--- src/rtl/usb_slavefifo_tx.sv ---
// usb_slavefifo_tx: streams 16-bit upstream words into a USB controller's
// slave FIFO (IN endpoint). Whole packets commit automatically when the
// FIFO fills to PKT_WORDS words. A partial packet is committed with PKTEND,
// either on a flush request or after IDLE_FLUSH idle cycles.
//
// Ports
//   clk, rst_n             interface clock, async active-low reset
//   usb_ready              USB chip out of reset (level)
//   data_in/data_valid     upstream word and valid
//   data_ready             word accepted this cycle (combinational)
//   flush                  request to commit a partial packet
//   full_n                 slave FIFO full flag (low = full)
//   fd, slwr_n, pktend_n   FIFO data bus, write strobe, packet-end strobe
//   fifoadr                endpoint select (constant EP_ADDR)
//   sloe_n, slrd_n         read side, tied inactive
//   word_cnt               total words written, wrapping
module usb_slavefifo_tx #(
  parameter int unsigned PKT_WORDS  = 256,
  parameter int unsigned IDLE_FLUSH = 4096,
  parameter logic [1:0]  EP_ADDR    = 2'b10
) (
  input  logic        clk,
  input  logic        rst_n,
  input  logic        usb_ready,
  input  logic [15:0] data_in,
  input  logic        data_valid,
  output logic        data_ready,
  input  logic        flush,
  input  logic        full_n,
  output logic [15:0] fd,
  output logic        slwr_n,
  output logic        pktend_n,
  output logic [1:0]  fifoadr,
  output logic        sloe_n,
  output logic        slrd_n,
  output logic [15:0] word_cnt
);

  localparam int unsigned PKT_W  = (PKT_WORDS > 1) ? $clog2(PKT_WORDS) : 1;
  localparam int unsigned IDLE_W = 16;
  localparam logic [PKT_W-1:0]  PKT_LAST  = PKT_W'(PKT_WORDS - 1);
  localparam logic [IDLE_W-1:0] IDLE_LAST = IDLE_W'(IDLE_FLUSH - 1);

  typedef enum logic [1:0] {
    WAIT_RDY = 2'd0,
    WRITE    = 2'd1,
    STALL    = 2'd2,
    PKTEND   = 2'd3
  } state_t;

  state_t             state_q, state_d;
  logic [PKT_W-1:0]   pkt_cnt, pkt_cnt_d;
  logic [IDLE_W-1:0]  idle_cnt, idle_cnt_d;
  logic               slwr_n_d, pktend_n_d;
  logic               accept;

  // Handshake is a pure function of state and the two USB-side flags.
  assign data_ready = (state_q == WRITE) & full_n & usb_ready;
  assign accept     = data_valid & data_ready;

  // Static read-side / address pins.
  assign fifoadr = EP_ADDR;
  assign sloe_n  = 1'b1;
  assign slrd_n  = 1'b1;

  // Next state, packet/idle counters and strobe values.
  always_comb begin
    state_d    = state_q;
    pkt_cnt_d  = pkt_cnt;
    idle_cnt_d = idle_cnt;
    slwr_n_d   = 1'b1;
    pktend_n_d = 1'b1;

    if (!usb_ready) begin
      // Losing the USB chip abandons the partial packet bookkeeping.
      state_d    = WAIT_RDY;
      pkt_cnt_d  = '0;
      idle_cnt_d = '0;
    end else begin
      case (state_q)
        WAIT_RDY: state_d = WRITE;
        WRITE: begin
          if (accept) begin
            // Accept beats a same-cycle flush; the FIFO commits at the wrap itself.
            slwr_n_d   = 1'b0;
            pkt_cnt_d  = (pkt_cnt == PKT_LAST) ? '0 : pkt_cnt + PKT_W'(1);
            idle_cnt_d = '0;
          end else if (!full_n) begin
            state_d = STALL;
          end else if (pkt_cnt != '0 && (flush || idle_cnt >= IDLE_LAST)) begin
            state_d    = PKTEND;
            pktend_n_d = 1'b0;
          end else if (pkt_cnt != '0) begin
            idle_cnt_d = idle_cnt + IDLE_W'(1);
          end
        end
        STALL: begin
          if (full_n) state_d = WRITE;
        end
        PKTEND: begin
          state_d    = WRITE;
          pkt_cnt_d  = '0;
          idle_cnt_d = '0;
        end
        default: state_d = WAIT_RDY;
      endcase
    end
  end

  // State and registered FIFO-side outputs.
  always_ff @(posedge clk or negedge rst_n) begin
    if (!rst_n) begin
      state_q  <= WAIT_RDY;
      pkt_cnt  <= '0;
      idle_cnt <= '0;
      fd       <= '0;
      slwr_n   <= 1'b1;
      pktend_n <= 1'b1;
      word_cnt <= '0;
    end else begin
      state_q  <= state_d;
      pkt_cnt  <= pkt_cnt_d;
      idle_cnt <= idle_cnt_d;
      slwr_n   <= slwr_n_d;
      pktend_n <= pktend_n_d;
      if (accept) begin
        fd       <= data_in;
        word_cnt <= word_cnt + 16'd1;
      end
    end
  end

endmodule

--- config.mk ---
export PLATFORM = sky130hd
export DESIGN_NAME = usb_slavefifo_tx
export DESIGN_NICKNAME = d
export VERILOG_FILES = /design/src/rtl/usb_slavefifo_tx.sv
export SDC_FILE = /design/constraint.sdc
export NUM_CORES = 1
export LEC_CHECK = 0
export BUFFER_PORTS_ARGS = -buffer_cell sky130_fd_sc_hd__buf_2
export CAP_MARGIN = 40
export CORE_MARGIN = 4
export CORE_UTILIZATION = 58
export CTS_CLUSTER_SIZE = 10
export DETAILED_ROUTE_END_ITERATION = 8
export PLACE_DENSITY = 0.84
export SYNTH_ARGS = -nofsm -noshare
export SYNTH_HDL_FRONTEND = slang
export SYNTH_SLANG_ARGS = --single-unit
--- constraint.sdc ---
create_clock -name clk -period 2.9 [get_ports clk]
set_input_delay 0.435 -clock clk [delete_from_list [all_inputs] [get_ports clk]]
set_output_delay 0.435 -clock clk [all_outputs]
set_load 0.05 [all_outputs]
# Word level (Yosys, flattened, before mapping)
# Cells that the tools add are included.
# classes
bitwise,3
mul,0
shifts,0
eq_ne,12
reduce_logical,8
n_div,0
n_lt_le_gt_ge,1
mux,24
addsub,3
# op_table
operator,count
16-bit 2-to-1 mux,5
"16-bit by 1-bit adder with 16-bit output, second input constant",2
16-bit one-hot mux with 2 select lines,1
8-bit 2-to-1 mux,3
"16-bit by 12-bit >= comparator with 1-bit output, second input constant",1
8-bit one-hot mux with 2 select lines,1
2-bit 2-to-1 mux,5
"3-bit != test, second input constant",3
"8-bit by 1-bit adder with 8-bit output, second input constant",1
"8-bit == test, second input constant",1
1-bit 2-to-1 mux,8
"4-bit by 3-bit != test with 1-bit output, second input constant",2
"4-bit != test, second input constant",2
8-bit nonzero test,1
2-bit one-hot mux with 3 select lines,1
"2-bit == test, second input constant",2
4-bit AND reduction,1
1-bit bitwise AND,3
"3-bit by 1-bit != test with 1-bit output, second input constant",1
3-bit AND reduction,1
"2-bit by 1-bit == test with 1-bit output, second input constant",1
2-bit zero test,1
2-bit AND reduction,1
2-bit OR reduction,1
other kinds (2),2
# word_totals
regBits,60
input_bits,22
mem_bits_ro,0
elab_cells,58
mem_bits_rw,0
n_memories,0
latch_bits,0

# Logic depth before layout (Yosys ltp)
# logic_depth
depth_word,8
mapped_depth,8
mapped_depth_nobuf,6

# Worst setup path before layout
# No wires, ideal clock.
# synth_timing
path_kind,register to register
startpoint,register state_q[1]
endpoint,register word_cnt[12]
t_required_ps,2758
arrival_time_ps,1806
setup_slack_ps,952
setup_ps,142
stages_incl_launch_ff,7
path_cell_list,dfrtp_1 nand4b_1 inv_1 nand3_1 nor3_1 nand3_1 xnor2_1
# synth_via
elab_chain_len,4
# synth_lines
item,line,rtl
"start, declared",51,"state_t state_q, state_d;"
"start signal, assigned",121,state_q <= state_d;
2-bit by 1-bit == test with 1-bit output,58,assign data_ready = (state_q == WRITE) & full_n & usb_ready;
1-bit bitwise AND (2 in series),58,
named net data_ready,27,"output logic data_ready,"
1-bit bitwise AND,59,assign accept = data_valid & data_ready;
"end signal, assigned",128,word_cnt <= word_cnt + 16'd1;
"end, declared",36,output logic [15:0] word_cnt
# The timed path passes the listed nets, and every way through them passes these cells.
# A chain may end at the register's enable or synchronous reset.

# Worst setup path in the final report
# layout_timing
startpoint,register idle_cnt[0]
endpoint,register idle_cnt[9]
# layout_via
elab_chain_len,7
# layout_lines
item,line,rtl
"start, declared",53,"logic [IDLE_W-1:0] idle_cnt, idle_cnt_d;"
"start signal, assigned",123,idle_cnt <= idle_cnt_d;
16-bit by 1-bit adder with 16-bit output,94,idle_cnt_d = idle_cnt + IDLE_W'(1);
16-bit 2-to-1 mux,93,end else if (pkt_cnt != '0) begin
16-bit 2-to-1 mux,90,end else if (pkt_cnt != '0 && (flush || idle_cnt >= IDLE_LAST)) begin
16-bit 2-to-1 mux,88,end else if (!full_n) begin
16-bit 2-to-1 mux,83,if (accept) begin
16-bit one-hot mux with 2 select lines,80,case (state_q)
16-bit 2-to-1 mux,74,if (!usb_ready) begin
# Several ways; a longest one is shown, not always the timed one. The select of a mux whose other input is x is not followed.

==> key figures <==
Logic synthesis
  – Top FF cell, synth: dfrtp_1
  – Top post-synthesis cells by area: dfrtp_1 52%, nand2_1 8.9%, xnor2_1 3.1%, nand3_1 2.5%, o21ai_0 2.3%
  – Post-synth ARST share: 100%
  – Synth unique cells: 43
  – YS warnings: 0
  – EDFF count, synth: 0
  – Post-synthesis sequential area ratio: 53.9%
  – Mapped Cells: 287
  – Yosys top cell by area: dfrtp_1
  – Seq cells post-synth: 60
  – Post-Synthesis Cell Area: ~2800 um^2
  – Top-area cell type share of the netlist area: 52.0%
  – Synth Area per Inst: 9.72 um^2

Routing
  – Drt drc: 0
  – DR pass1 iterations: 4
  – DRT iter0 DRCs: 133
  – Routed vias: 2260
  – Antenna-violating nets left: 0
  – Vias/cell: 5.58
  – WL/cell: 14.2 um
  – Post-Route WL: 5.76 mm

Die
  – Die Span Y: 77.4 um
  – Core area: 4500 um^2
  – Die X-Extent: 77.4 um
  – Io pins: 61
  – Std cell rows: 24
  – Die area: roughly 6000 um^2
  – Starting Density: 61.9%

Timing
  – FMAX: 476 MHz
  – Min Tclk post-route: 2.10 ns
  – Setup_tns: 0 ns
  – RSZ-0062 raised after global routing: no
  – Worst Tran Pin Value: roughly 0.63 ns
  – Pins over their slew limit: 0
  – Slew headroom: 58.0%
  – Final-report hold violation count: 0
  – Setup Skew: 0.00606 ns
  – Fin crit share: 72.4%
  – Final setup vio count: 0
  – WHS: 0.108 ns

Placed design
  – Dpl cells: 389
  – GP Congestion: 0.811
  – Final HPWL DP: roughly 4.0 mm
  – PortBufs: between 50 and 60

Clocking
  – CTS Sinks: 60
  – H-tree Lvls: 3
  – PostCTS Resize Cnt: 0
  – Worst skew pair latency: 0.34 ns
  – Worst-path clk slew: 0.07 ns
  – Root Buffer: clkbuf_8
  – Quantity of hold-fixing buffers added after cts: 0
  – Maximum clock insertion buffer count: 2
  – CTS tree: built
  – TritonCTS Buffers: 9
  – Post-CTS setup buffers: 0

Power and ir drop
  – Leakage: 1.69 nW
  – Sw Ratio: 34.0%
  – Clock Power Share: 36.8%
  – VDD IR max: 0.492 mV
  – Combinational share of power: 23.1%
  – Net Switching: about 0.00083 W
  – Cell Pwr Density: 733 nW/um^2
  – Sequential power share: roughly two fifths
  – Internal: 0.00162 W

Global routing
  – Tot GR Track Use: 21.5%
  – Initial antenna violation count: 0
  – First-pass GRT wire length: just over 10 mm
  – Largest net degree at the start of global routing: 34
  – Vias in the first global route: 2249
  – Global route total overflow: 0

Layout
  – Most frequent cells in the layout: 66 x nand2_1, 58 x dfrtp_1, 56 x buf_2
  – Share of cells above drive strength 1: 23.5%
  – Diode count: 0
  – Synth-to-Final Area Change: 20.0%
  – Nets@finish: 374
  – Final non-filler cell total: approximately 400
  – Most common cell after layout, fill and taps aside: nand2_1

Critical path
  – Crit path required time: 3.15 ns
  – Crit path kind: flip-flop to flip-flop
  – Critical path's top delay family: compound AO/OA/AOI/OAI gates
  – Crit-path max cell delay: 0.57 ns
  – Crit path DAT: 2.35 ns
  – Cell Chain, Critical Path: ha_1, nand4_1, or3_1, a31oi_2, o21ai_0, a21oi_1
  – Crit path capture type: flip-flop
  – Flop2flop setup slack: 0.80 ns
  – WP buf/inv: 0
  – Crit path max fanout: 15
  – Slowest CP cell: a31oi_2
  – Startpoint types: flip-flop

Flow run
  – Max Cap Viol: 0

Min path
  – Hold Crit Class: input port to async pin

Outcome
  – Outcome: finished, final reports clean
-- registers in the layout, indices dropped and copies added, names as in the netlist --
name	count
state_q	2
word_cnt	16
pkt_cnt	8
fd	16
idle_cnt	16
slwr_n	1
pktend_n	1
-- power by group through the flow --
stage | registers (W) | clock network, W | logic (W)
CTS | 0.000983 | 0.000919 | 0.000574
detailed placement | 0.000996 | 0 | 0.000574
finish | 0.000983 | 0.000904 | 0.000568
global route | 0.000995 | 0.000967 | 0.000616
floorplan | 0.00126 | 0 | 0.000157
global placement | 0.000998 | 0 | 0.000563
-- worst paths after layout --
path	to	startpoint	cells after the start
min in group clk	fd[8]	data_in[8]	3
worst min register to register	fd[8]	fd[8]	2
max in group asynchronous	pktend_n	rst_n	2
worst max-delay path	idle_cnt[9]	idle_cnt[0]	6
worst max register to register	idle_cnt[9]	idle_cnt[0]	6
worst min-delay path	idle_cnt[3]	rst_n	1
-- layout make-up --
| cell class | instances | area (um^2) |
|---|---|---|
| flip-flops and latches | 60 | 1500 |
| repair buffers | 59 | 303 |
| fillers | 325 | 1160 |
| clock inverters | 6 | 113 |
| well taps | 52 | 65.1 |
| inverters | 7 | 26.3 |
| multi-input cells | 211 | 1210 |
| clock buffers | 10 | 128 |
-- routing by layer --
metal / GRT usage, % / wire length, um / share of wire, % / up-vias
met3: 5.79 / 303 / 5.3 / 9
met2: 33.0 / 2720 / 47 / 70
met1: 28.7 / 2620 / 46 / 1059
li1: - / - / - / 1122
met4: 9.96 / 106 / 1.8 / 0
met5: 0 / 0 / 0 / -
-- stage by stage --
stage,utilization (%),setup slack [ns],cell area (um^2),total power [W]
finish,74.3,0.799,3350,0.00245
CTS,74.3,0.785,3350,0.00248
floorplan,-,0.952,2800,0.00141
global placement,69.0,0.870,3110,0.00156
detailed placement,69.0,0.800,3110,0.00157
global route,74.3,0.563,3350,0.00258
-- cells in the mapped netlist (2+ instances only) --
| master | instances |
|---|---|
| a21o_1 | 2 |
| a31oi_1 | 2 |
| and3_1 | 9 |
| o211ai_1 | 3 |
| inv_1 | 7 |
| nor2_1 | 7 |
| ha_1 | 4 |
| and2_1 | 3 |
| dfstp_2 | 2 |
| or3_1 | 9 |
| nor4_1 | 3 |
| and4_1 | 2 |
| a21oi_1 | 10 |
| o31ai_1 | 6 |
| o41ai_1 | 2 |
| nand3_1 | 14 |
| xor2_1 | 5 |
| or4_1 | 3 |
| buf_2 | 2 |
| nor2b_1 | 3 |
| buf_4 | 4 |
| conb_1 | 2 |
| nand2_1 | 66 |
| nand4_1 | 9 |
| nor3_1 | 3 |
| dfrtp_1 | 58 |
| xnor2_1 | 10 |
| o21ai_0 | 13 |
| clkbuf_1 | 5 |
| nand2b_1 | 3 |
| o21a_1 | 4 |
-- kinds of logic after synthesis --
family	synth area share [%]
compound gates	11.3
xor+xnor	4.71
fa+ha+maj	1.79
buf+inv	3.05
flops	53.9
other cells	0.269
simple gates	25.0
Note: power is estimated with default switching activity, not from simulation.
